<file path="src/rtl/referee_rr.sv">
// rtl/referee_rr.sv - round-robin referee: NUM_IN source FIFOs to NUM_OUT destination FIFOs via a 2-stage pipeline
// Optional drop counter/sticky error enabled by defining REFEREE_RR_DROP_CNT_EN.
module referee_rr #(
    parameter int LINE_SIZE = 12,
    parameter int NUM_IN    = 4,
    parameter int NUM_OUT   = 4,
    parameter int DEST_W    = 2
) (
    input  logic                        clk,
    input  logic                        reset,
    input  logic                        enable,
    input  logic [NUM_IN-1:0]           empty,
    input  logic [NUM_IN*LINE_SIZE-1:0] data_in,
    input  logic [NUM_OUT-1:0]          almost_full,
    output logic [NUM_IN-1:0]           pop,
    output logic [NUM_OUT-1:0]          push,
    output logic [LINE_SIZE-1:0]        data_out,
    output logic [1:0]                  fsm_state
`ifdef REFEREE_RR_DROP_CNT_EN
    ,
    output logic [7:0]                  drop_cnt,
    output logic                        drop_err
`endif
);

    localparam int IW = $clog2(NUM_IN);

    typedef enum logic [1:0] {IDLE = 2'd0, ARB = 2'd1, STALL = 2'd2} state_t;

    state_t                 state, state_n;
    logic [IW-1:0]          rr_ptr, grant_idx, sel_q;
    logic                   any_ready, af_any, can_pop, grant_found, v1;
    logic [LINE_SIZE-1:0]   sel_word;
    logic [DEST_W-1:0]      dest;
    logic                   dest_ok, drop;
    logic [NUM_OUT-1:0]     dest_onehot;

    assign any_ready = |(~empty);
    assign af_any    = |almost_full;
    // Pop is deliberately independent of fsm_state so the first word leaves in the IDLE->ARB cycle.
    assign can_pop   = ~reset & enable & ~af_any & any_ready;

    always_comb begin
        grant_idx   = rr_ptr;
        grant_found = 1'b0;
        for (int k = 1; k <= NUM_IN; k++) begin
            if (!grant_found && !empty[(int'(rr_ptr) + k) % NUM_IN]) begin
                grant_found = 1'b1;
                grant_idx   = IW'((int'(rr_ptr) + k) % NUM_IN);
            end
        end
    end

    always_comb begin
        pop = '0;
        if (can_pop && grant_found) pop[grant_idx] = 1'b1;
    end

    assign sel_word = data_in[sel_q*LINE_SIZE +: LINE_SIZE];

    generate
        if (NUM_OUT == 1) begin : g_single_dest
            assign dest = '0;
        end else begin : g_multi_dest
            assign dest = sel_word[LINE_SIZE-1 -: DEST_W];
        end
    endgenerate

    always_comb begin
        dest_ok     = int'(dest) < NUM_OUT;
        dest_onehot = '0;
        for (int o = 0; o < NUM_OUT; o++) dest_onehot[o] = (int'(dest) == o);
    end

    assign drop = v1 & ~dest_ok;

    // Stage 1 captures the grant; stage 2 samples source data the cycle after the pop.
    always_ff @(posedge clk) begin
        if (reset) begin
            v1       <= 1'b0;
            sel_q    <= '0;
            rr_ptr   <= IW'(NUM_IN - 1);
            push     <= '0;
            data_out <= '0;
        end else begin
            v1 <= can_pop;
            if (can_pop) begin
                sel_q  <= grant_idx;
                rr_ptr <= grant_idx;
            end
            push <= (v1 && dest_ok) ? dest_onehot : '0;
            if (v1 && dest_ok) data_out <= sel_word;
        end
    end

    always_ff @(posedge clk) begin
        if (reset) state <= IDLE;
        else       state <= state_n;
    end

    always_comb begin
        state_n = state;
        case (state)
            IDLE: begin
                if (enable && af_any)                 state_n = STALL;
                else if (enable && any_ready)         state_n = ARB;
            end
            ARB: begin
                if (af_any)                           state_n = STALL;
                else if (!enable || &empty)           state_n = IDLE;
            end
            STALL: begin
                if (!af_any) state_n = (enable && any_ready) ? ARB : IDLE;
            end
            default: state_n = IDLE;
        endcase
    end

    always_comb begin
        fsm_state = state;
    end

`ifdef REFEREE_RR_DROP_CNT_EN
    always_ff @(posedge clk) begin
        if (reset) begin
            drop_cnt <= '0;
            drop_err <= 1'b0;
        end else if (drop) begin
            if (drop_cnt != 8'hFF) drop_cnt <= drop_cnt + 8'd1;
            drop_err <= 1'b1;
        end
    end
`else
    logic unused_drop;
    assign unused_drop = drop;
`endif

endmodule

</file>
<file path="config.mk">
export PLATFORM = sky130hd
export DESIGN_NAME = referee_rr
export DESIGN_NICKNAME = d
export VERILOG_FILES = /design/src/rtl/referee_rr.sv
export SDC_FILE = /design/constraint.sdc
export NUM_CORES = 1
export LEC_CHECK = 0
export CORE_UTILIZATION = 35
export CTS_CLUSTER_DIAMETER = 200
export DETAILED_ROUTE_END_ITERATION = 8
export GPL_TIMING_DRIVEN = 0
export PLACE_DENSITY = 0.88
export SKIP_LAST_GASP = 1
export SLEW_MARGIN = 0
export SYNTH_ARGS = -nofsm -noshare
export SYNTH_HDL_FRONTEND = slang
export SYNTH_SLANG_ARGS = --single-unit
</file>
<file path="constraint.sdc">
create_clock -name clk -period 1.75 [get_ports clk]
set_input_delay 0.175 -clock clk [delete_from_list [all_inputs] [get_ports clk]]
set_output_delay 0.175 -clock clk [all_outputs]
set_load 0.03 [all_outputs]
</file>
==> metrics.cfg <==
[outcome]
status=complete, but fails checks
violations=setup timing

[global_routing]
overflow=0
use_met2=0.369
use_met1=0.190
grt_pass1_wl_mm=4.93
met3_usage=0.0256
grt_pass1_vias=1135
busiest_layer=met2
antenna_found_initial=0
grt_use_total=0.182
grt_max_degree=14

[drt]
drtAntennaViolNets=0
drc=0
drt_pass1_iterations=4
drt_iter0_drc=29
wl_mm=3.23
wl_per_cell_um=13.5
vias_per_cell=4.92
vias=1177

[critical_path]
max_stage_delay_ps=390
critPathMaxFanout=6
cpMaxStageDelayCell=or3b_1
cp-end-kind=output port
critPathKind=flop to output port
arrival_ps=1730
r2r_setup_slack_ps=170
cp.buffers_inverters=1
cp_top_family=simple AND/OR/NAND/NOR gates
crit_required_ps=1570
cp-start-kind=flop
crit_chain=a2bb2oi_2 > mux2i_2 > or3b_1 > nor2_1 > buf_4

[placement]
placed_cell_area_mm2=0.00206
gp_congestion=0.777
dp.cells=231
hpwl_mm=2.63
io_buffers=80

[layout]
regArea_um2=465
drive_gt1_frac=0.195
final_common_cell=clkdlybuf4s50_1
design_area_mm2=0.00215
final_nets=255
num-fill-cells=247
final_cell_mix=clkdlybuf4s50_1 (70), nor2_1 (21), dfxtp_1 (21), mux4_2 (12), mux2i_1 (12)
stdcell_count=239
synthToLayoutAreaGrowth_pct=78.6
multiInputGateArea_um2=734
diodes=0

[timing]
finalMaxSlewViolations=0
setup_slack_ps=-158
hold_viol_final=0
setup-tns-final_ps=-530
rsz0062_at_grt=yes
finalCritPeriodShare=1.09
slew_headroom=0.650
fmaxAchievable_mhz=524
setup_viol=4
fin_worst_skew_ps=3.20
tightestPinTransition_ps=525
min_period_ps=1910

[die]
rows=20
coreArea_mm2=0.00315
start_util=0.382
die_w_um=60.6
die_h_um=60.6
fp.dieArea_mm2=0.00368
io_pins=81

[clocking]
root_buffer=clkbuf_4
h-tree-depth=1
cts_buffer_depth=2
clock_sinks=23
cts_inserted_buffers=3
insertion_delay_ps=300
clkTransAtPathRegs_ps=120
cts_tree=done

[logic_synthesis]
ys_seq_elements=23
syn_area_mm2=0.00120
synth.avg_cell_area_um2=11.2
synth.distinct_cells=29
netlist_instances=107
syn_nets=166
yosys_warnings=0
synth_seq_area_share=0.383

[power_and_ir_drop]
power_density_mw_per_mm2=474
vdd_drop_max_mv=0.251
leakagePower_nw=0.762

[flow_run]
maxCapViolCount=0

[worst_hold_path]
min_path_type=primary input to flop

[routing by layer]
layer | vias up | share of wire
met2 | 45 | 0.56
met4 | 0 | 0.0087
met3 | 2 | 0.047
met1 | 555 | 0.39
li1 | 575 | -
met5 | - | 0
[worst min-delay path: cells and delay by family]
kind / cells / cell delay [ps]
buffers and inverters: 2 / 270
AND/OR/NAND/NOR: 3 / 190
[Yosys cell counts (all sizes together)]
library cell	instances	share of area
clkbuf	4	0.012
mux4	12	0.22
dfxtp	23	0.38
nand3b	2	0.012
or3b	1	0.0073
nand2	2	0.0062
o21a	1	0.0062
or2	1	0.0052
nor3	2	0.0083
o21ai	1	0.0042
a22oi	1	0.0062
a21o	1	0.0062
o211a	1	0.0083
a2bb2oi	1	0.0073
nor2b	1	0.0052
inv	3	0.0094
o211ai	1	0.0062
o2bb2ai	1	0.0073
buf	2	0.010
nand3	2	0.019
nor2	23	0.072
nand4	1	0.0052
a21oi	3	0.012
nor4b	2	0.025
nor4	1	0.018
or3	1	0.0052
mux2i	13	0.11
[timing repair]
item / 4_1_cts / 5_1_grt
setup buffers: 2 / 2
endpoints found under the setup margin: 4 / 4
pin swaps: 2 / 4
resized for setup: 32 / 11
hold buffers: 0 / 0
[worst paths after layout]
| kind | from | end | cells past startpoint |
|---|---|---|---|
| max | rr_ptr[0] | pop[1] | 5 |
| min | almost_full[3] | fsm_state[0] | 5 |
| max reg2reg | sel_q[0] | data_out[7] | 4 |
| min reg2reg | data_out[3] | data_out[3] | 2 |
[flip-flops by register name (all words and copies together) (netlist names)]
name	count
data_out	12
sel_q	2
fsm_state	2
rr_ptr	2
push	4
v1	1
[final cells by class]
class	instances	area share
inverter	3	0.00524
tap	44	0.0256
multi-input combinational	75	0.342
clock inverter	1	0.00233
sequential	23	0.217
timing repair buffer	84	0.385
buffer	6	0.0128
clock buffer	3	0.0105
[power by group]
part	switching (mW)	total (mW)	internal, mW
registers	0.00563	0.534	0.528
logic	0.0789	0.246	0.167
clock network	0.155	0.240	0.0852
total	0.240	1.02	0.780
[per-stage QoR]
| step | total power, mW | setup WS (ps) | hold WS, ps | utilization |
|---|---|---|---|---|
| after CTS | 1.01 | -107 | 486 | 0.666 |
| after global placement | 0.776 | -716 | 478 | 0.653 |
| final | 1.02 | -158 | 371 | 0.682 |
| after detailed placement | 0.783 | -736 | 490 | 0.653 |
| after global routing | 1.06 | -239 | 403 | 0.682 |
| after floorplan | 0.625 | 140 | 259 | - |
[kinds of logic after synthesis]
group                  count (synthesis)  share of synthesized area
flip-flops                            23                      0.383
buffers and inverters                  9                     0.0322
multiplexers                          25                      0.333
AND/OR/NAND/NOR                       39                      0.188
AO/OA/AOI/OAI                         11                     0.0645
(Power assumes the default switching activity.)
